<file path="config.mk">
export PLATFORM = sky130hd
export DESIGN_NAME = regfile_write_arbiter
export DESIGN_NICKNAME = d
export VERILOG_FILES = /design/src/rtl/regfile_write_arbiter.sv
export SDC_FILE = /design/constraint.sdc
export NUM_CORES = 1
export LEC_CHECK = 0
export BUFFER_PORTS_ARGS = -buffer_cell sky130_fd_sc_hd__buf_2
export CAP_MARGIN = 5
export CELL_PAD_IN_SITES_DETAIL_PLACEMENT = 1
export CELL_PAD_IN_SITES_GLOBAL_PLACEMENT = 1
export CORE_ASPECT_RATIO = 0.5
export CORE_UTILIZATION = 39
export CTS_CLUSTER_SIZE = 24
export DETAILED_ROUTE_END_ITERATION = 16
export GPL_ROUTABILITY_DRIVEN = 1
export GPL_TIMING_DRIVEN = 0
export PLACE_DENSITY = 0.88
export SLEW_MARGIN = 10
export SYNTH_ARGS = -nofsm -noshare
export SYNTH_HDL_FRONTEND = slang
export SYNTH_SLANG_ARGS = --single-unit
</file>
<file path="constraint.sdc">
create_clock -name clk -period 13.57 [get_ports clk]
set_input_delay 2.0355 -clock clk [delete_from_list [all_inputs] [get_ports clk]]
set_output_delay 2.0355 -clock clk [all_outputs]
set_load 0.01 [all_outputs]
</file>
<file path="src/rtl/regfile_write_arbiter.sv">
`timescale 1ns/1ps
// Round-robin arbiter for the register file write port; registers the winning write as address, data, one-hot select and grant id.
// Latency: the grant is combinational in the request cycle, and the write outputs are valid the cycle after the transfer edge.
// Backpressure: rf_hold or reset blocks every req_ready bit; losing and held requesters keep their requests pending.
module regfile_write_arbiter #(
  parameter int NUM_REQ           = 4,
  parameter int DATA_WIDTH        = 32,
  parameter int ZERO_REG_WRITABLE = 0,
  localparam int ID_W             = (NUM_REQ > 1) ? $clog2(NUM_REQ) : 1
) (
  input  logic                            clk,
  input  logic                            reset,
  input  logic [NUM_REQ-1:0]              req_valid,
  input  logic [5*NUM_REQ-1:0]            req_addr,
  input  logic [DATA_WIDTH*NUM_REQ-1:0]   req_data,
  output logic [NUM_REQ-1:0]              req_ready,
  input  logic                            rf_hold,
  output logic                            wr_enable,
  output logic [31:0]                     wr_select,
  output logic [4:0]                      wr_addr,
  output logic [DATA_WIDTH-1:0]           wr_data,
  output logic [ID_W-1:0]                 grant_id
);

  logic [ID_W-1:0]       rr_ptr_q,    rr_ptr_d;
  logic                  wr_enable_q, wr_enable_d;
  logic [31:0]           wr_select_q, wr_select_d;
  logic [4:0]            wr_addr_q,   wr_addr_d;
  logic [DATA_WIDTH-1:0] wr_data_q,   wr_data_d;
  logic [ID_W-1:0]       grant_id_q,  grant_id_d;

  logic                  found;
  int                    win_idx;
  int                    idx;
  logic                  xfer;
  logic [4:0]            sel_addr;
  logic [DATA_WIDTH-1:0] sel_data;

  // Find the first valid requester at or after rr_ptr, wrapping around.
  always_comb begin
    found   = 1'b0;
    win_idx = 0;
    idx     = 0;
    for (int k = 0; k < NUM_REQ; k++) begin
      idx = int'(rr_ptr_q) + k;
      if (idx >= NUM_REQ) begin
        idx = idx - NUM_REQ;
      end
      if (!found && req_valid[idx]) begin
        found   = 1'b1;
        win_idx = idx;
      end
    end
  end

  // Grant the winner unless the register file is busy or reset is active.
  always_comb begin
    req_ready = '0;
    xfer      = 1'b0;
    if (found && !rf_hold && !reset) begin
      req_ready[win_idx] = 1'b1;
      xfer               = 1'b1;
    end
    sel_addr = req_addr[win_idx*5 +: 5];
    sel_data = req_data[win_idx*DATA_WIDTH +: DATA_WIDTH];
  end

  // Next-state: capture the winner on a transfer; otherwise the strobe drops and the payload holds.
  always_comb begin
    rr_ptr_d    = rr_ptr_q;
    wr_addr_d   = wr_addr_q;
    wr_data_d   = wr_data_q;
    grant_id_d  = grant_id_q;
    wr_enable_d = 1'b0;
    wr_select_d = '0;
    if (xfer) begin
      rr_ptr_d    = (win_idx == NUM_REQ - 1) ? '0 : ID_W'(win_idx + 1);
      wr_addr_d   = sel_addr;
      wr_data_d   = sel_data;
      grant_id_d  = ID_W'(win_idx);
      // A write to r0 still completes the handshake but produces no write strobe.
      wr_enable_d = (sel_addr != 5'd0) || (ZERO_REG_WRITABLE != 0);
      wr_select_d = wr_enable_d ? (32'd1 << sel_addr) : 32'd0;
    end
  end

  // State registers; reset clears everything immediately, including any transfer on the same edge.
  always_ff @(posedge clk or posedge reset) begin
    if (reset) begin
      rr_ptr_q    <= '0;
      wr_enable_q <= 1'b0;
      wr_select_q <= '0;
      wr_addr_q   <= '0;
      wr_data_q   <= '0;
      grant_id_q  <= '0;
    end else begin
      rr_ptr_q    <= rr_ptr_d;
      wr_enable_q <= wr_enable_d;
      wr_select_q <= wr_select_d;
      wr_addr_q   <= wr_addr_d;
      wr_data_q   <= wr_data_d;
      grant_id_q  <= grant_id_d;
    end
  end

  assign wr_enable = wr_enable_q;
  assign wr_select = wr_select_q;
  assign wr_addr   = wr_addr_q;
  assign wr_data   = wr_data_q;
  assign grant_id  = grant_id_q;

endmodule

</file>
# Word level (Yosys, flattened, before mapping)
# Index checks and enable logic that the tools add are counted.
[op_classes]
n_lt_le_gt_ge = 10
reduce_logical = 12
shift = 3
eq_ne = 1
n_mul = 1
n_mux = 32
addsub = 8
[ops]
columns = ["operator", "count"]
rows = [
  ["$mux 32", 10],
  ["$lt 32x4->1 const B", 5],
  ["$shiftx 128x32->32", 1],
  ["$eq 32x3->1 const B", 1],
  ["$ge 32x1->1 const B", 1],
  ["$mul 32x4->32 const B", 1],
  ["$shiftx 20x32->5", 1],
  ["$shl 1x5->32 const A", 1],
  ["$mux 1", 15],
  ["$sub 3x3->4 const B", 3],
  ["$ge 3x3->1 const B", 3],
  ["$bmux 1 s2", 4],
  ["$add 2x2->3 const B", 2],
  ["$logic_and 1x1->1", 6],
  ["$logic_not 1->1", 5],
  ["$reduce_bool 5->1", 1],
  ["$mux 4", 1],
  ["$sub 2x3->4 const B", 1],
  ["$add 2x1->3 const B", 1],
  ["$ge 2x3->1 const B", 1],
  ["$add 2x2->2 const B", 1],
  ["$demux 1 s2", 1],
  ["$mux 2", 1],
]
[word_totals]
elab_cells = 73
in_bits = 155
reg_bits = 74

# Depth between registers and ports, before layout
[logic_depth]
ltp_word = 20
depth_mapped = 29
depth_no_buf = 19

# Worst setup path before layout
# Ideal clock, no wire load.
[synth_path]
path_type = "input port to flip-flop"
startpoint = "in req_valid[1]"
endpoint = "reg wr_select_q[19] (netlist: wr_select[19])"
t_required_ns = 13.469
arrival_time_ns = 6.686
setup_time_ns = 0.101
path_slack_ns = 6.783
cell_stages = 24
path_cell_list = "buf_2 -> mux4_2 -> nor2_1 -> o221ai_2 -> and2_1 -> buf_6 -> inv_2 -> buf_6 -> buf_6 -> clkbuf_1 -> ha_1 -> ha_1 -> fa_1 -> xnor2_1 -> nand2b_1 -> a21oi_1 -> mux2i_2 -> nor2_1 -> a221oi_1 -> a211o_1 -> o21a_1 -> buf_6 -> buf_6 -> nor4_1"
[synth_rtl]
columns = ["element", "line", "rtl"]
rows = [
  ["from (decl)", "13", "input logic [NUM_REQ-1:0] req_valid,"],
  ["to (signal assigned)", "99", "wr_select_q <= wr_select_d;"],
  ["to (decl)", "27", "logic [31:0] wr_select_q, wr_select_d;"],
]

==> impl_results.html <==
<table>
<tr><th>Metric</th><th>Value</th></tr>
<tr><th colspan="2">Final layout</th></tr>
<tr><td>Area occupied by multi-input gates</td><td>3420 sq um</td></tr>
<tr><td>Layout overhead on the synthesized area</td><td>30.0%</td></tr>
<tr><td>Flip-flop and latch area</td><td>1850 sq um</td></tr>
<tr><td>Share of layout cells above drive strength 1</td><td>42.1%</td></tr>
<tr><td>NumNets Final</td><td>963</td></tr>
<tr><td>Diodes inserted</td><td>0</td></tr>
<tr><td>Fill cell instance count of the final layout</td><td>1,692</td></tr>
<tr><th colspan="2">Drt</th></tr>
<tr><td>Via density per instance</td><td>6.17</td></tr>
<tr><td>Iter 0 DRT Violations</td><td>483</td></tr>
<tr><td>Vias after detailed routing</td><td>6,113</td></tr>
<tr><td>DRT Wirelength</td><td>23,300 um</td></tr>
<tr><td>Number of remaining DRC errors</td><td>0</td></tr>
<tr><td>Remaining antenna violation count</td><td>0</td></tr>
<tr><td>TritonRoute pass-1 iters</td><td>4</td></tr>
<tr><td>WL/cell</td><td>23.5 um</td></tr>
<tr><th colspan="2">Global route</th></tr>
<tr><td>Global-route wire length before repair</td><td>35,200 um</td></tr>
<tr><td>Number of global-route vias before repair</td><td>6,131</td></tr>
<tr><td>Maximum number of pins on one net before global-route repair</td><td>40</td></tr>
<tr><td>GR Overflow Total</td><td>0</td></tr>
<tr><td>Initial antenna violation count</td><td>0</td></tr>
<tr><td>Aggregate global-route resource usage</td><td>31.4%</td></tr>
<tr><th colspan="2">STA</th></tr>
<tr><td>Worst Tran Pin Value</td><td>0.941 ns</td></tr>
<tr><td>Clock tree skew after final layout</td><td>0.00781 ns</td></tr>
<tr><td>Max-slew headroom at the worst pin</td><td>37.2%</td></tr>
<tr><td>Setup Viol. Count Final</td><td>0</td></tr>
<tr><td>Upper clock frequency limit</td><td>121 MHz</td></tr>
<tr><td>Final worst setup slack</td><td>5.28 ns</td></tr>
<tr><td>Count of final max-slew check failures</td><td>0</td></tr>
<tr><td>Total negative slack</td><td>0 ns</td></tr>
<tr><td>Setup repair after global routing missed its margin</td><td>no</td></tr>
<tr><td>Post-route fraction of the period consumed by the critical path</td><td>61.1%</td></tr>
<tr><td>Final hold vios</td><td>0</td></tr>
<tr><td>Min cycle time layout</td><td>8.29 ns</td></tr>
<tr><th colspan="2">Logic synthesis</th></tr>
<tr><td>Post-synthesis instance area</td><td>5620 sq um</td></tr>
<tr><td>XOR/XNOR share of the synthesized area</td><td>0.601%</td></tr>
<tr><td>Register area share after synthesis</td><td>32.9%</td></tr>
<tr><td>Share of cell area taken by muxes after synthesis</td><td>17.6%</td></tr>
<tr><td>Simple-gate portion of the synthesized area</td><td>17.2%</td></tr>
<tr><td>Leading post-synthesis cells by cell area</td><td>sky130_fd_sc_hd__dfrtp_1, sky130_fd_sc_hd__mux4_2, sky130_fd_sc_hd__a22o_1</td></tr>
<tr><td>FF+latch count, synth</td><td>74</td></tr>
<tr><td>Share of synthesized flip-flops with an asynchronous set or reset</td><td>100%</td></tr>
<tr><td>Post-synth top area cell</td><td>sky130_fd_sc_hd__dfrtp_1</td></tr>
<tr><td>Post-synthesis compound-gate area fraction</td><td>21.9%</td></tr>
<tr><td>Share of the synthesized area in the top cell type</td><td>32.9%</td></tr>
<tr><td>Post-synthesis net count</td><td>722</td></tr>
<tr><td>Warnings from Yosys</td><td>0</td></tr>
<tr><td>Top-count cell post-synth</td><td>sky130_fd_sc_hd__dfrtp_1</td></tr>
<tr><td>Main combinational cell family by area after synthesis</td><td>compound AO/OA/AOI/OAI gates</td></tr>
<tr><td>Number of enable flip-flop cells after synthesis</td><td>0</td></tr>
<tr><td>Cell count after synthesis</td><td>552</td></tr>
<tr><td>Post-synth cell types</td><td>78</td></tr>
<tr><td>Average cell area after synthesis</td><td>10.2 sq um</td></tr>
<tr><td>Post-synth top flop</td><td>sky130_fd_sc_hd__dfrtp_1</td></tr>
<tr><td>Adder-cell share of the synthesized area</td><td>3.47%</td></tr>
<tr><td>Leading post-synthesis cells by instance count</td><td>sky130_fd_sc_hd__dfrtp_1, sky130_fd_sc_hd__nand2_1, sky130_fd_sc_hd__nor2_1</td></tr>
<tr><th colspan="2">Clock network</th></tr>
<tr><td>Post-cts hold buffer count</td><td>0</td></tr>
<tr><td>Clk_lat worst skew</td><td>0.34 ns</td></tr>
<tr><td>Root Buffer Master</td><td>sky130_fd_sc_hd__clkbuf_16</td></tr>
<tr><td>Buffers inserted during post-CTS setup optimization</td><td>0</td></tr>
<tr><td>TritonCTS clock tree</td><td>built</td></tr>
<tr><td>Register clock-pin slew on the reported worst setup and hold paths</td><td>0.06 ns</td></tr>
<tr><td>Resized Gates After CTS</td><td>0</td></tr>
<tr><td>H-tree depth</td><td>3</td></tr>
<tr><td>Total CTS buffers</td><td>9</td></tr>
<tr><td>Clock Sink Count</td><td>74</td></tr>
<tr><td>Buffers from clock root to sink, at most</td><td>2</td></tr>
<tr><th colspan="2">Floorplan</th></tr>
<tr><td>Die width</td><td>172 um</td></tr>
<tr><td>Die Height</td><td>86.9 um</td></tr>
<tr><td>Row Count</td><td>30</td></tr>
<tr><td>Starting Density</td><td>40.7%</td></tr>
<tr><td>CORE AREA</td><td>13,800 sq um</td></tr>
<tr><td>I/O pin total</td><td>231</td></tr>
<tr><td>Die Area</td><td>14,900 sq um</td></tr>
<tr><th colspan="2">Critical path</th></tr>
<tr><td>Worst EP required</td><td>13.78 ns</td></tr>
<tr><td>Crit path DAT</td><td>8.51 ns</td></tr>
<tr><td>Category of the worst setup path capture point</td><td>flip-flop</td></tr>
<tr><td>CP Launch Type</td><td>flip-flop</td></tr>
<tr><td>Startpoint-to-endpoint class of the critical path</td><td>reg -&gt; reg</td></tr>
<tr><td>Largest fanout on the critical path</td><td>12</td></tr>
<tr><th colspan="2">Flow run</th></tr>
<tr><td># Max-Cap Violations</td><td>0</td></tr>
<tr><th colspan="2">Placement</th></tr>
<tr><td>Gp weighted congestion</td><td>0.952</td></tr>
<tr><td>Place WS</td><td>5.50 ns</td></tr>
<tr><td>Half-perimeter wire length after placement</td><td>18,500 um</td></tr>
<tr><td>IO buf count</td><td>229</td></tr>
<tr><th colspan="2">Worst hold path</th></tr>
<tr><td>Path class of the lowest-slack min-delay path</td><td>reg -&gt; reg</td></tr>
<tr><th colspan="2">Outcome</th></tr>
<tr><td>Outcome</td><td>complete, no violations</td></tr>
</table>
==> critical path: stages, from the launching register on <==
cell and delay, ns:
sky130_fd_sc_hd__dfrtp_1 0.49, sky130_fd_sc_hd__buf_6 0.20, sky130_fd_sc_hd__inv_1 0.13, sky130_fd_sc_hd__clkbuf_1 0.44, sky130_fd_sc_hd__buf_1 0.60, sky130_fd_sc_hd__ha_1 0.35
sky130_fd_sc_hd__buf_2 0.19, sky130_fd_sc_hd__mux4_2 0.45, sky130_fd_sc_hd__nor2_1 0.20, sky130_fd_sc_hd__o221ai_2 0.13, sky130_fd_sc_hd__and2_1 0.16, sky130_fd_sc_hd__buf_6 0.14
sky130_fd_sc_hd__inv_2 0.08, sky130_fd_sc_hd__buf_6 0.15, sky130_fd_sc_hd__buf_6 0.16, sky130_fd_sc_hd__clkbuf_1 0.66, sky130_fd_sc_hd__ha_1 0.36, sky130_fd_sc_hd__ha_1 0.23
sky130_fd_sc_hd__fa_1 0.40, sky130_fd_sc_hd__xnor2_1 0.30, sky130_fd_sc_hd__nand2b_1 0.19, sky130_fd_sc_hd__a21oi_1 0.19, sky130_fd_sc_hd__mux2i_2 0.19, sky130_fd_sc_hd__nor2_1 0.18
sky130_fd_sc_hd__a221oi_1 0.14, sky130_fd_sc_hd__o31ai_1 0.63, sky130_fd_sc_hd__o211ai_1 0.44, sky130_fd_sc_hd__nor4_1 0.36
==> kinds of logic after synthesis <==
logic type,count (synthesis)
adder cells (fa/ha/maj),15
XOR/XNOR,3
multiplexers,52
AO/OA/AOI/OAI,163
flip-flops,74
AND/OR/NAND/NOR,179
other,1
buffers and inverters,65
==> final cells by class <==
| type | count | share of cell area (%) |
|---|---|---|
| Buffer | 51 | 4.09 |
| Clock buffer | 9 | 3.08 |
| Clock inverter | 7 | 0.736 |
| Inverter | 14 | 0.753 |
| Multi-Input combinational cell | 413 | 46.8 |
| Sequential cell | 74 | 25.3 |
| Tap cell | 192 | 3.29 |
| Timing Repair Buffer | 230 | 16.0 |
==> final timing paths <==
check	start	to	slack [ns]	cells past startpoint
max	rr_ptr_q[0]$_DFFE_PP0P_	wr_select[20]$_DFF_PP0_	5.28	27
min	wr_addr[2]$_DFFE_PP0P_	wr_addr[2]$_DFFE_PP0P_	0.48	2
max reg2reg	rr_ptr_q[0]$_DFFE_PP0P_	wr_select[20]$_DFF_PP0_	5.28	27
min reg2reg	wr_addr[2]$_DFFE_PP0P_	wr_addr[2]$_DFFE_PP0P_	0.48	2
max in group asynchronous	reset	wr_data[19]$_DFFE_PP0P_	11.26	3
min in group asynchronous	reset	wr_select[27]$_DFF_PP0_	1.74	2
==> metrics by stage <==
stage | cells | utilization, % | hold WS (ns) | instance area (sq um)
2_1_floorplan | 552 | - | 0.516 | 5620
3_3_place_gp | 973 | 50.7 | 0.459 | 7010
3_5_place_dp | 974 | 50.9 | 0.466 | 7030
4_1_cts | 990 | 52.9 | 0.481 | 7310
5_1_grt | 990 | 52.9 | 0.510 | 7310
6_report | 990 | 52.9 | 0.478 | 7310
==> sequential cells by signal, summed over array words and instances (netlist names) <==
name,cells
wr_select,32
grant_id,2
wr_data,32
wr_addr,5
rr_ptr_q,2
wr_enable,1
==> per-layer routing <==
layer  GRT usage (%)  routed length, um  vias to the layer above
li1                -                  -                     2664
met2            52.5              11400                      321
met3            5.82               1840                       37
met5               0                  0                        -
met4            8.93                371                        0
met1            41.9               9660                     3091
==> cells in the final DEF (no fill, tap or decap), types with 4 or more instances in the layout <==
cell	netlist	layout
sky130_fd_sc_hd__buf_2	14	243
sky130_fd_sc_hd__dfrtp_1	74	74
sky130_fd_sc_hd__nand2_1	40	40
sky130_fd_sc_hd__nor2_1	37	37
sky130_fd_sc_hd__mux4_2	36	36
sky130_fd_sc_hd__a22o_1	34	34
sky130_fd_sc_hd__nor4_1	29	29
sky130_fd_sc_hd__a21oi_1	26	26
sky130_fd_sc_hd__o21ai_0	22	22
sky130_fd_sc_hd__clkbuf_1	18	18
sky130_fd_sc_hd__nand3_1	14	14
sky130_fd_sc_hd__ha_1	14	14
sky130_fd_sc_hd__buf_6	11	11
sky130_fd_sc_hd__inv_1	12	11
sky130_fd_sc_hd__a211oi_1	11	11
sky130_fd_sc_hd__o211ai_1	11	11
sky130_fd_sc_hd__nand4_1	10	10
sky130_fd_sc_hd__nor3_1	10	10
sky130_fd_sc_hd__mux2i_1	9	9
sky130_fd_sc_hd__clkbuf_16	0	9
sky130_fd_sc_hd__buf_1	6	6
sky130_fd_sc_hd__and2_1	6	6
sky130_fd_sc_hd__a221oi_1	6	6
sky130_fd_sc_hd__and3_1	5	5
sky130_fd_sc_hd__mux2_2	4	4
sky130_fd_sc_hd__a31oi_1	4	4
sky130_fd_sc_hd__o31ai_1	4	4
Power is not shown: default switching activity piles up to over one toggle a cycle in this logic, so the estimate is an artifact.
